### config.mk
export PLATFORM = sky130hd
export DESIGN_NAME = fp_lsu
export DESIGN_NICKNAME = d
export VERILOG_FILES = /design/src/rtl/fp_lsu.sv
export SDC_FILE = /design/constraint.sdc
export NUM_CORES = 1
export LEC_CHECK = 0
export ABC_AREA = 0
export BUFFER_PORTS_ARGS = -buffer_cell sky130_fd_sc_hd__clkbuf_2
export CAP_MARGIN = 20
export CORE_MARGIN = 3
export CORE_UTILIZATION = 45
export DETAILED_ROUTE_END_ITERATION = 7
export GPL_TIMING_DRIVEN = 0
export PLACE_DENSITY = 0.87
export SYNTH_ARGS = -nofsm -noshare
export SYNTH_HDL_FRONTEND = slang
export SYNTH_SLANG_ARGS = --single-unit
### constraint.sdc
create_clock -name clk -period 2 [get_ports clk]
set_clock_uncertainty 0.05 [all_clocks]
set_input_delay 0.2 -clock clk [delete_from_list [all_inputs] [get_ports clk]]
set_output_delay 0.2 -clock clk [all_outputs]
set_load 0.01 [all_outputs]
### src/rtl/fp_lsu.sv
// fp_lsu: FLW/FSW load/store unit between data memory and the FP register file.
// Ports: req_* handshake in; fra/fra_data FP read; fwe/fwa/fwd FP write; mem_* data port; done/misalign pulses.
module fp_lsu #(
  parameter int SCALE = 5,
  parameter int WIDTH = 32,
  parameter int AW    = 32
) (
  input  logic             clk,
  input  logic             rst_n,
  input  logic             req_valid,
  output logic             req_ready,
  input  logic             req_store,
  input  logic [AW-1:0]    req_base,
  input  logic [11:0]      req_imm,
  input  logic [SCALE-1:0] req_frd,
  input  logic [SCALE-1:0] req_frs,
  output logic [SCALE-1:0] fra,
  input  logic [WIDTH-1:0] fra_data,
  output logic             fwe,
  output logic [SCALE-1:0] fwa,
  output logic [WIDTH-1:0] fwd,
  output logic             mem_req,
  output logic             mem_we,
  output logic [AW-1:0]    mem_addr,
  output logic [WIDTH-1:0] mem_wdata,
  input  logic             mem_gnt,
  input  logic             mem_rvalid,
  input  logic [WIDTH-1:0] mem_rdata,
  output logic             done,
  output logic             misalign
);

  typedef enum logic [2:0] {
    IDLE, REQ, WAIT, FIN, ERR
  } state_t;

  state_t state, nxt;

  logic [AW-1:0]    addr_q;
  logic             store_q;
  logic [SCALE-1:0] frd_q;
  logic [WIDTH-1:0] data_q;
  logic [AW-1:0]    ea;
  logic             accept;

  assign ea = req_base
            + {{(AW-12){req_imm[11]}}, req_imm};
  assign accept = (state == IDLE) && req_valid;

  always_ff @(posedge clk or negedge rst_n) begin
    if (!rst_n) begin
      state   <= IDLE;
      addr_q  <= '0;
      store_q <= 1'b0;
      frd_q   <= '0;
      data_q  <= '0;
    end else begin
      state <= nxt;
      if (accept) begin
        addr_q  <= ea;
        store_q <= req_store;
        frd_q   <= req_frd;
        // store word is sampled from the read port in the accept cycle
        data_q  <= req_store ? fra_data : '0;
      end
      if (state == WAIT && mem_rvalid)
        data_q <= mem_rdata;
    end
  end

  always_comb begin
    nxt       = state;
    req_ready = 1'b0;
    fra       = '0;
    fwe       = 1'b0;
    fwa       = '0;
    fwd       = '0;
    mem_req   = 1'b0;
    mem_we    = 1'b0;
    mem_addr  = '0;
    mem_wdata = '0;
    done      = 1'b0;
    misalign  = 1'b0;
    unique case (state)
      IDLE: begin
        req_ready = 1'b1;
        fra       = req_frs;
        if (req_valid)
          nxt = (ea[1:0] != 2'b00) ? ERR : REQ;
      end
      REQ: begin
        mem_req   = 1'b1;
        mem_we    = store_q;
        mem_addr  = addr_q;
        mem_wdata = store_q ? data_q : '0;
        if (mem_gnt)
          nxt = store_q ? FIN : WAIT;
      end
      WAIT: begin
        if (mem_rvalid)
          nxt = FIN;
      end
      FIN: begin
        done = 1'b1;
        if (!store_q) begin
          fwe = 1'b1;
          fwa = frd_q;
          fwd = data_q;
        end
        nxt = IDLE;
      end
      ERR: begin
        misalign = 1'b1;
        nxt      = IDLE;
      end
      default: nxt = IDLE;
    endcase
  end

endmodule

==> results.sh <==
export IMPL_area_growth_pct=42.5
export IMPL_cts_buffer_depth=2
export IMPL_synth_most_common_cell="and3_1"
export IMPL_crit_reg2reg_launch="state[2]$_DFFE_PN0P_"
export IMPL_synthesis_nets=878
export IMPL_cts_reportedPaths_clkPinSlew_ps=60
export IMPL_grt_max_degree=56
export IMPL_max_freq_mhz=502
export IMPL_vias=6773
export IMPL_ctsHtreeMaxLevel=3
export IMPL_synth_area_leader_cell="dfrtp_1"
export IMPL_vdd_drop_max_mv=0.525
export IMPL_postRouteWirelength_um=21000
export IMPL_p_sw_share_pct=41.1
export IMPL_grt_pass1_vias=6399
export IMPL_clock_latency_ps=330
export IMPL_place_gp_congestion=0.961
export IMPL_switchingPower_mw=3.37
export IMPL_required_ps=2220
export IMPL_ios=236
export IMPL_leakage_nw=4.37
export IMPL_grt_overflow_total=0
export IMPL_dp_hpwl_um=15600
export IMPL_hold_viol=0
export IMPL_cts_tree="built"
export IMPL_status="completed"
export IMPL_crit_path_end="addr_q[27]$_DFFE_PN0P_"
export IMPL_ys_seq_area_share_pct=31.8
export IMPL_min_period_ps=1990
export IMPL_synth_async_sr_flop_share_pct=100
export IMPL_seq_power_share_pct=31.3
export IMPL_fin_cells=1168
export IMPL_die_h_um=119
export IMPL_routed_via_density=5.80
export IMPL_worstSetupStartpointType="input pin"
export IMPL_setup_ws_ps=6.32
export IMPL_pwr_share_clk_pct=19.8
export IMPL_rows=40
export IMPL_tightestPinTransition_ps=583
export IMPL_cp_end_kind="flip-flop"
export IMPL_dpl_worst_slack_ps=-646
export IMPL_synth_edff_count=0
export IMPL_rr_worst_depth=6
export IMPL_pwr_share_comb_pct=48.9
export IMPL_drc=0
export IMPL_r2r_slack_ps=50
export IMPL_rsz0062_at_grt="yes"
export IMPL_worst_setup_path_type="input pin to flip-flop"
export IMPL_worst_path_max_fanout=21
export IMPL_timing_rr_end="addr_q[9]$_DFFE_PN0P_"
export IMPL_cap_violations=0
export IMPL_ys_warn_count=0
export IMPL_drv_slew=0
export IMPL_core_um2=12300
export IMPL_synth_top_cells_by_area="dfrtp_1 (32%), and3_1 (11%), ha_1 (6.8%)"
export IMPL_synth_distinct_cells=68
export IMPL_p_per_area_nw_per_um2=1000
export IMPL_synth_commonest_cells="and3_1 (103), nand2_1 (100), dfrtp_1 (73)"
export IMPL_setup_violations=0
export IMPL_wl_per_cell_um=18.0
export IMPL_hp_class="input pin to flip-flop"
export IMPL_cts_sinks=73
export IMPL_synth_top_area_share_pct=31.8
export IMPL_fin_crit_sh_pct=99.7
export IMPL_synth_cell_area_um2=5740
export IMPL_ys_flop_type="dfrtp_1"
export IMPL_final_nets=1151
export IMPL_max_slew_margin_pct=60.2
export IMPL_cts_root_buf="clkbuf_16"
export IMPL_fillers=1015
export IMPL_ant_nets=0
export IMPL_numCtsBuffers=9
export IMPL_grt_pass1_wl_um=32500
export IMPL_first_pass_iters=5
export IMPL_start_util_pct=46.8
export IMPL_chipWidth_um=119
export IMPL_avgSynthCellArea_um2=7.95
export IMPL_die_area_um2=14100
export IMPL_drive_gt1_share_pct=38.5
export IMPL_ys_seq_elements=73
export IMPL_dp_cells=1126
export IMPL_arrival_ps=2210
export IMPL_syn_inst=722
export IMPL_whs_path_depth=3
export IMPL_antenna_found_initial=0
export IMPL_port_buffers=235
export IMPL_grt_util_all_layers_pct=28.2
export IMPL_internal_power_mw=4.82
export IMPL_crit_start="req_imm[11]"
export IMPL_first_iter_violations=772
==> critical path, stage by stage <==
cell and delay [ps]:
clkbuf_8 180, ha_2 450, a21oi_4 110, o21a_1 250, o21ai_0 250, a21oi_1 110, o31a_1 150, or4_1 400
nand3_1 90
==> registers in the layout, summed over array words and instances (netlist names) <==
signal / count
addr_q: 32
data_q: 32
frd_q: 5
state: 3
store_q: 1
==> per-layer routing <==
metal	vias up	part of all wire, %	GRT usage [%]
met4	0	3.7	13.1
li1	3144	-	-
met2	337	49	46.6
met1	3229	40	36.1
met5	-	0	0
met3	63	7.0	4.42
==> final cells by class <==
type                            count  area, um^2  share of cell area, %
Tap cell                          168         210                   2.57
Timing Repair Buffer              263        1500                   18.3
Inverter                            9        33.8                  0.413
Multi-Input combinational cell    585        3920                   48.0
Buffer                             54         382                   4.67
Clock buffer                       10         239                   2.92
Antenna cell                        1        2.50                 0.0306
Clock inverter                      5        56.3                  0.688
Sequential cell                    73        1830                   22.4
==> placed cells by master, fill, tap and decap left out, types with 9 or more instances in the layout <==
cell       instances
nand3_1           15
nand4_1            9
a21o_1            12
ha_1              17
inv_1              9
and3_1           103
o21ai_0           60
dfrtp_1           70
clkbuf_1          12
buf_4             28
and2_1            37
o21ai_1            9
clkbuf_2         223
buf_6             23
nor2_1            20
ha_4              10
nand2_1           99
xor2_1            12
a21oi_1           57
clkbuf_16          9
buf_2             19
==> repair_timing <==
action / CTS / global route
pin swaps: 7 / 23
gates resized for setup: 51 / 123
hold buffers: 2 / 0
gates cloned: 0 / 0
setup buffers: 14 / 11
endpoints found under the hold margin: 19 / 0
setup endpoints to repair: 171 / 155
==> how the worst min path moves through the flow <==
stage / start / to
global route: mem_rdata[26] / data_q[26]$_DFFE_PN0P_
finish: req_frd[2] / frd_q[2]$_DFFE_PN0P_
global placement: req_frd[4] / frd_q[4]$_DFFE_PN0P_
detailed placement: rst_n / data_q[14]$_DFFE_PN0P_
CTS: req_frd[4] / frd_q[4]$_DFFE_PN0P_
floorplan: rst_n / addr_q[0]$_DFFE_PN0P_
==> power by group through the flow <==
stage          Clock, mW  Sequential, mW  Combinational, mW
6_report            1.62            2.57               4.01
3_3_place_gp           0            2.52               3.31
4_1_cts             1.63            2.54               3.68
3_5_place_dp           0            2.56               3.42
2_1_floorplan          0            2.40               2.24
5_1_grt             1.68            2.65               4.41
==> metrics by stage <==
step	power (mW)	instance area (um^2)	hold WS, ps	util (%)	TNS, ps
2_1_floorplan	4.65	5860	-146	-	-40.1
3_3_place_gp	5.83	7240	343	59.1	-38130
3_5_place_dp	5.98	7270	83.0	59.3	-45140
4_1_cts	7.85	7850	0.515	64.0	0
5_1_grt	8.74	8180	16.9	66.7	-533
6_report	8.19	8180	10.3	66.7	0
==> kinds of logic (layout without fill, tap and decap cells) <==
logic type      count (synthesis)  in the layout  synth area share [%]
simple gates                  330            330                  31.2
buf+inv                        64            341                  5.49
flops                          73             73                  31.8
mux                             2              2                 0.371
other cells                     0              1                     0
fa+ha+maj                      32             32                  7.11
compound gates                202            202                  21.1
xor+xnor                       19             19                  2.90
(Power assumes the default switching activity.)
